$ cat config.mk
export PLATFORM = sky130hd
export DESIGN_NAME = fetch_ctrl_flat
export DESIGN_NICKNAME = d
export VERILOG_FILES = /design/src/rtl/fetch_ctrl_if.sv /design/src/rtl/fetch_ctrl.sv /design/src/flat_wrapper.sv
export SDC_FILE = /design/constraint.sdc
export NUM_CORES = 1
export LEC_CHECK = 0
export ABC_CLOCK_PERIOD_IN_PS = 2000
export CAP_MARGIN = 15
export CORE_MARGIN = 2
export CORE_UTILIZATION = 58
export CTS_BUF_LIST = sky130_fd_sc_hd__clkbuf_8
export CTS_CLUSTER_DIAMETER = 100
export DETAILED_ROUTE_END_ITERATION = 16
export DONT_BUFFER_PORTS = 1
export PLACE_DENSITY = 0.73
export SYNTH_ARGS = -nofsm -noshare
export SYNTH_HDL_FRONTEND = slang
export SYNTH_SLANG_ARGS = --single-unit
$ cat constraint.sdc
create_clock -name clk -period 2 [get_ports clk]
set_input_delay 0.4 -clock clk [delete_from_list [all_inputs] [get_ports clk]]
set_output_delay 0.4 -clock clk [all_outputs]
set_load 0.05 [all_outputs]
$ cat src/rtl/fetch_ctrl_if.sv
// I-cache request/response and IF/ID register bundle for the fetch controller.
// master = fetch side, slave = cache + decode side.
interface fetch_ctrl_if;
    logic        ICACHE_ren;
    logic [29:0] ICACHE_addr;
    logic [31:0] ICACHE_rdata;
    logic        ICACHE_stall;
    logic [31:0] IF_ID_pc;
    logic [31:0] IF_ID_inst;
    logic        IF_ID_valid;

    modport master (
        output ICACHE_ren, ICACHE_addr, IF_ID_pc, IF_ID_inst, IF_ID_valid,
        input  ICACHE_rdata, ICACHE_stall
    );
    modport slave (
        input  ICACHE_ren, ICACHE_addr, IF_ID_pc, IF_ID_inst, IF_ID_valid,
        output ICACHE_rdata, ICACHE_stall
    );
endinterface

$ cat src/rtl/fetch_ctrl.sv
// Instruction fetch controller: PC, I-cache request and IF/ID register.
// Optional perf counters enabled by defining FETCH_PERF_CNT_EN.
module fetch_ctrl (
    input  logic              clk,
    input  logic              rst_n,
    input  logic              hazard_stall,
    input  logic              hazard_flush,
    input  logic              redirect_valid,
    input  logic [31:0]       redirect_pc,
    input  logic              mem_stall,
    fetch_ctrl_if.master      bus,
    output logic [31:0]       perf_ic_stall,
    output logic [31:0]       perf_redirect
);
    localparam logic [31:0] NOP = 32'h0000_0013;

    typedef enum logic [1:0] {IDLE, FETCH, DROP} state_t;

    state_t      state, state_n;
    logic [31:0] pc, pc_n, pend_pc, pend_n;
    logic [31:0] if_pc, if_pc_n, if_inst, if_inst_n;
    logic        if_vld, if_vld_n;
    logic        hold;
    logic [31:0] rtgt;

    assign hold = mem_stall | hazard_stall;
    assign rtgt = {redirect_pc[31:2], 2'b00};

    always_ff @(posedge clk or negedge rst_n) begin
        if (!rst_n) begin
            state   <= IDLE;
            pc      <= '0;
            pend_pc <= '0;
            if_pc   <= '0;
            if_inst <= NOP;
            if_vld  <= 1'b0;
        end else begin
            state   <= state_n;
            pc      <= pc_n;
            pend_pc <= pend_n;
            if_pc   <= if_pc_n;
            if_inst <= if_inst_n;
            if_vld  <= if_vld_n;
        end
    end

    always_comb begin
        state_n   = state;
        pc_n      = pc;
        pend_n    = pend_pc;
        if_pc_n   = if_pc;
        if_inst_n = if_inst;
        if_vld_n  = if_vld;
        case (state)
            IDLE: state_n = FETCH;
            FETCH: if (!hold) begin
                if (bus.ICACHE_stall) begin
                    if_inst_n = NOP;
                    if_vld_n  = 1'b0;
                    if (redirect_valid) begin
                        pend_n  = rtgt;
                        state_n = DROP;
                    end
                // a flush only matters alongside a redirect, which already bubbles
                end else if (redirect_valid || (hazard_flush && redirect_valid)) begin
                    pc_n      = rtgt;
                    if_inst_n = NOP;
                    if_vld_n  = 1'b0;
                end else begin
                    if_pc_n   = pc;
                    if_inst_n = bus.ICACHE_rdata;
                    if_vld_n  = 1'b1;
                    pc_n      = pc + 32'd4;
                end
            end
            DROP: if (!hold) begin
                if_inst_n = NOP;
                if_vld_n  = 1'b0;
                if (redirect_valid) pend_n = rtgt;
                // stale cache data is discarded; resume at the newest target
                if (!bus.ICACHE_stall) begin
                    pc_n    = redirect_valid ? rtgt : pend_pc;
                    state_n = FETCH;
                end
            end
            default: state_n = IDLE;
        endcase
    end

    assign bus.ICACHE_ren  = (state != IDLE);
    assign bus.ICACHE_addr = pc[31:2];
    assign bus.IF_ID_pc    = if_pc;
    assign bus.IF_ID_inst  = if_inst;
    assign bus.IF_ID_valid = if_vld;

`ifdef FETCH_PERF_CNT_EN
    logic ic_inc, rd_inc;
    assign ic_inc = (state != IDLE) && bus.ICACHE_stall;
    assign rd_inc = (state != IDLE) && redirect_valid && !hold;

    always_ff @(posedge clk or negedge rst_n) begin
        if (!rst_n) begin
            perf_ic_stall <= '0;
            perf_redirect <= '0;
        end else begin
            if (ic_inc && perf_ic_stall != 32'hFFFF_FFFF) perf_ic_stall <= perf_ic_stall + 32'd1;
            if (rd_inc && perf_redirect != 32'hFFFF_FFFF) perf_redirect <= perf_redirect + 32'd1;
        end
    end
`else
    assign perf_ic_stall = '0;
    assign perf_redirect = '0;
`endif
endmodule
$ cat src/flat_wrapper.sv
// flat-port wrapper written by rule: the top's interface ports become plain ports
module fetch_ctrl_flat 
  (clk, rst_n, hazard_stall, hazard_flush, redirect_valid, redirect_pc, mem_stall, perf_ic_stall, perf_redirect, bus_ICACHE_ren, bus_ICACHE_addr, bus_IF_ID_pc, bus_IF_ID_inst, bus_IF_ID_valid, bus_ICACHE_rdata, bus_ICACHE_stall);
  fetch_ctrl_if bus_i ();
  input  logic clk;
  input  logic rst_n;
  input  logic hazard_stall;
  input  logic hazard_flush;
  input  logic redirect_valid;
  input  logic [31:0] redirect_pc;
  input  logic mem_stall;
  output logic [31:0] perf_ic_stall;
  output logic [31:0] perf_redirect;
  output wire logic [$bits(bus_i.ICACHE_ren)-1:0] bus_ICACHE_ren;
  output wire logic [$bits(bus_i.ICACHE_addr)-1:0] bus_ICACHE_addr;
  output wire logic [$bits(bus_i.IF_ID_pc)-1:0] bus_IF_ID_pc;
  output wire logic [$bits(bus_i.IF_ID_inst)-1:0] bus_IF_ID_inst;
  output wire logic [$bits(bus_i.IF_ID_valid)-1:0] bus_IF_ID_valid;
  input wire logic [$bits(bus_i.ICACHE_rdata)-1:0] bus_ICACHE_rdata;
  input wire logic [$bits(bus_i.ICACHE_stall)-1:0] bus_ICACHE_stall;
  assign bus_ICACHE_ren = bus_i.ICACHE_ren;
  assign bus_ICACHE_addr = bus_i.ICACHE_addr;
  assign bus_IF_ID_pc = bus_i.IF_ID_pc;
  assign bus_IF_ID_inst = bus_i.IF_ID_inst;
  assign bus_IF_ID_valid = bus_i.IF_ID_valid;
  assign bus_i.ICACHE_rdata = bus_ICACHE_rdata;
  assign bus_i.ICACHE_stall = bus_ICACHE_stall;
  fetch_ctrl u_core (.clk(clk), .rst_n(rst_n), .hazard_stall(hazard_stall), .hazard_flush(hazard_flush), .redirect_valid(redirect_valid), .redirect_pc(redirect_pc), .mem_stall(mem_stall), .bus(bus_i), .perf_ic_stall(perf_ic_stall), .perf_redirect(perf_redirect));
endmodule
==> summary.md <==
| Metric | Value |
|---|---|
| Distinct cells, synth | 60 |
| GRT Total Usage | 25.5% |
| Startpoint types | flip-flop |
| Initial core utilization | 60.0% |
| Total Wirelength | 16600 um |
| TritonCTS clock tree | done |
| Clock-pin slew on the worst setup and hold paths | 0.07 ns |
| First-pass GRT wire length | 25500 um |
| Synth Cell Area | 0.00691 sq mm |
| Count of pins over their slew limit | 0 |
| Total core area | 0.0115 sq mm |
| Power Dens Cells | 1870 mW/mm^2 |
| # placed instances | 786 |
| Worst VDD drop | 1260 uV |
| Vias | 5038 |
| Insertion delay to the later sink of the worst-skew pair | 0.45 ns |
| Number of port buffers | 0 |
| Tightest Pin Transition | 0.581 ns |
| Combinational power share | 35.9% |
| Num CTS Buffers | 17 |
| # clock sinks | 131 |
| Vias in the first global route | 4855 |
| Leak | 0.00332 uW |
| Final ANT Viol Nets | 0 |
| Top cell type's share of synthesized area | 46.3% |
| CP Class | flip-flop to flip-flop |
| I/O pins | 231 |
| Area after DPL | 0.00706 sq mm |
| Int Pwr | 6960 uW |
| Max Clock Freq | 523 MHz |
| Rows | 39 |
| Final Cell Area | 0.00757 sq mm |
| Final Total Pwr | 14100 uW |
| Synth top area cells | dfrtp_1 (46%), buf_4 (10%), mux2_2 (9.8%), a22o_1 (5.8%), o21ai_0 (2.3%) |
| Register share of total power | 48.1% |
| Longest Clk Path Bufs | 2 |
| Hold_ws | -0.354 ns |
| Max_cap viols | 0 |
| Final worst path period need | 1.91 ns |
| Syn Inst Count | 647 |
| Final Skew | 0.0109 ns |
| Synth async-reset ratio | 100% |
| Multi-input gate area | 0.00303 sq mm |
| Finished Core Util | 65.8% |
| Largest net degree at the start of global routing | 132 |
| DP HPWL | 11500 um |
| Slew margin rel. | 61.2% |
| Status | finished, violations left |
| Clk network pwr share | 16.0% |
| Seq cells post-synth | 131 |
| Sw Pwr | 7160 uW |
| Tcrit/Tclk final | 95.6% |
| Synth area leader | dfrtp_1 |
| Ant diodes | 0 |
| CP max-delay cell | dfrtp_1 |
| Post-synth EDFFs | 0 |
| Initial antenna violation count | 0 |
| FILL cells | 884 |
| Wirelength per Cell | 20.2 um |
| Critical path cell sequence | inv_2, ha_4, buf_6, mux2i_1, nor2_4, clkbuf_16, mux2_2 |
| Critical-path maximum fanout | 14 |
| Crit path required time | 2.33 ns |
| Commonest non-fill, non-tap cells in the layout | dfrtp_1 (128), conb_1 (64), buf_4 (61) |
| Worst R2R Setup Slack | 0.09 ns |
| Area added between synthesis and finish | 9.52% |
| Mean Syn Cell Area | 10.7 sq um |
| Final Instance Count excl. Fillers | 821 |
| Residual DRC | 18 |
| Layout Nets | 740 |
| DIE HEIGHT | 113 um |
| Sw Share | 50.7% |
| # setup viols final | 0 |
| Root buf cell | clkbuf_8 |
| Layout cells sized above 1 | 27.3% |
| CTS H-Tree Depth | 4 |
| RD Place Congestion | 0.899 |
| Via density | 6.14 |
| Worst EP arrival | 2.24 ns |
| Die X | 113 um |
| Sequential share of the synthesized area | 47.5% |
| FF/Latch Area | 0.00328 sq mm |
| Crit path largest cell delay | 0.41 ns |
| Gr ovfl total | 0 |
| Drt first pass iters | 11 |
| Syn. warnings | 0 |
| Crit end category | flip-flop |
| First DRT Iteration DRCs | 382 |
| Final Hold Violating Endpoints | 131 |
| Hold crit path type | input pin to async pin |
| Failing checks | design-rule violations, negative hold slack |
| Die area | 0.0128 sq mm |
| Most common cell after layout, fill and taps aside | dfrtp_1 |
| Synth Flop Type | dfrtp_1 |
==> repair_timing <==
action,4_1_cts,5_1_grt
pin swaps,0,0
setup endpoints to repair,27,39
gates resized for setup,2,13
gates cloned,0,2
setup buffers,0,1
hold endpoints to repair,131,131
==> registers in the layout, summed over array words and instances (netlist names) <==
register and count:
u_core.state 2, u_core.bus.IF_ID_valid 1, u_core.bus.IF_ID_pc 32, u_core.pc 32, u_core.bus.IF_ID_inst 32, u_core.pend_pc 32
==> through the flow <==
| step | worst slack, ns | setup TNS, ns |
|---|---|---|
| detailed placement | -0.0747 | -1.16 |
| finish | 0.0872 | 0 |
| floorplan | 0.0306 | 0 |
| global placement | -0.00830 | -0.179 |
| global route | -0.000135 | -0.000135 |
| CTS | 0.0217 | 0 |
==> cell families after synthesis <==
logic type      synth area share, %
compound gates                 15.9
fa+ha+maj                     0.724
buf+inv                        13.1
flops                          47.5
mux                            11.1
other cells                  0.0542
simple gates                   11.6
==> worst paths after layout <==
check | from | end | cells past startpoint
setup / recovery | u_core.state[0] | u_core.pend_pc[7] | 7
hold reg to reg | u_core.pend_pc[0] | u_core.pend_pc[0] | 1
setup reg to reg | u_core.state[0] | u_core.pend_pc[7] | 7
min in group clk | bus_ICACHE_rdata[22] | u_core.bus.IF_ID_inst[22] | 1
hold / removal | rst_n | u_core.bus.IF_ID_pc[14] | 0
max in group asynchronous | rst_n | u_core.bus.IF_ID_inst[4] | 0
==> critical path: cells and delay by family (launching register included) <==
family	cells	cell delay, ns
muxes	2	0.45
buffers and inverters	3	0.49
adders and majority gates	1	0.20
DFF	1	0.41
and+or+nand+nor	1	0.25
==> layer usage <==
metal | up-vias | track usage, % | share of wire [%]
li1 | 2258 | - | -
met1 | 2531 | 34.4 | 42
met2 | 233 | 40.1 | 48
met3 | 16 | 8.09 | 8.6
met4 | 0 | 6.75 | 1.0
met5 | - | 0 | 0
==> power by group through the flow <==
stage	logic, uW	clock network (uW)	registers [uW]
floorplan	4080	0	6630
global placement	4810	0	6790
detailed placement	4980	0	6830
CTS	4980	2310	6790
global route	5460	2420	6920
finish	5060	2260	6800
==> final cells by class <==
| type | count | area share, % |
|---|---|---|
| clock buffer | 20 | 3.64 |
| clock inverter | 12 | 1.72 |
| inverter | 8 | 0.397 |
| multi-input combinational | 435 | 40.0 |
| timing repair buffer | 72 | 8.56 |
| tap | 143 | 2.36 |
| sequential | 131 | 43.3 |
==> cell usage after synthesis, drive strengths merged, types with 4 or more instances <==
cell type	number
nand2	42
and3	6
nand3	14
nand4	13
a22o	46
dfrtp	128
mux2i	9
a21oi	8
inv	8
a221oi	5
or3	7
a22oi	6
and4	4
or4	4
a211oi	6
o21ai	33
o211ai	9
o22a	4
nor2b	6
mux2	60
clkbuf	29
buf	107
ha	4
nor3	5
nor2	22
nor4	12
and2	6
Note: power is estimated with default switching activity, not from simulation.
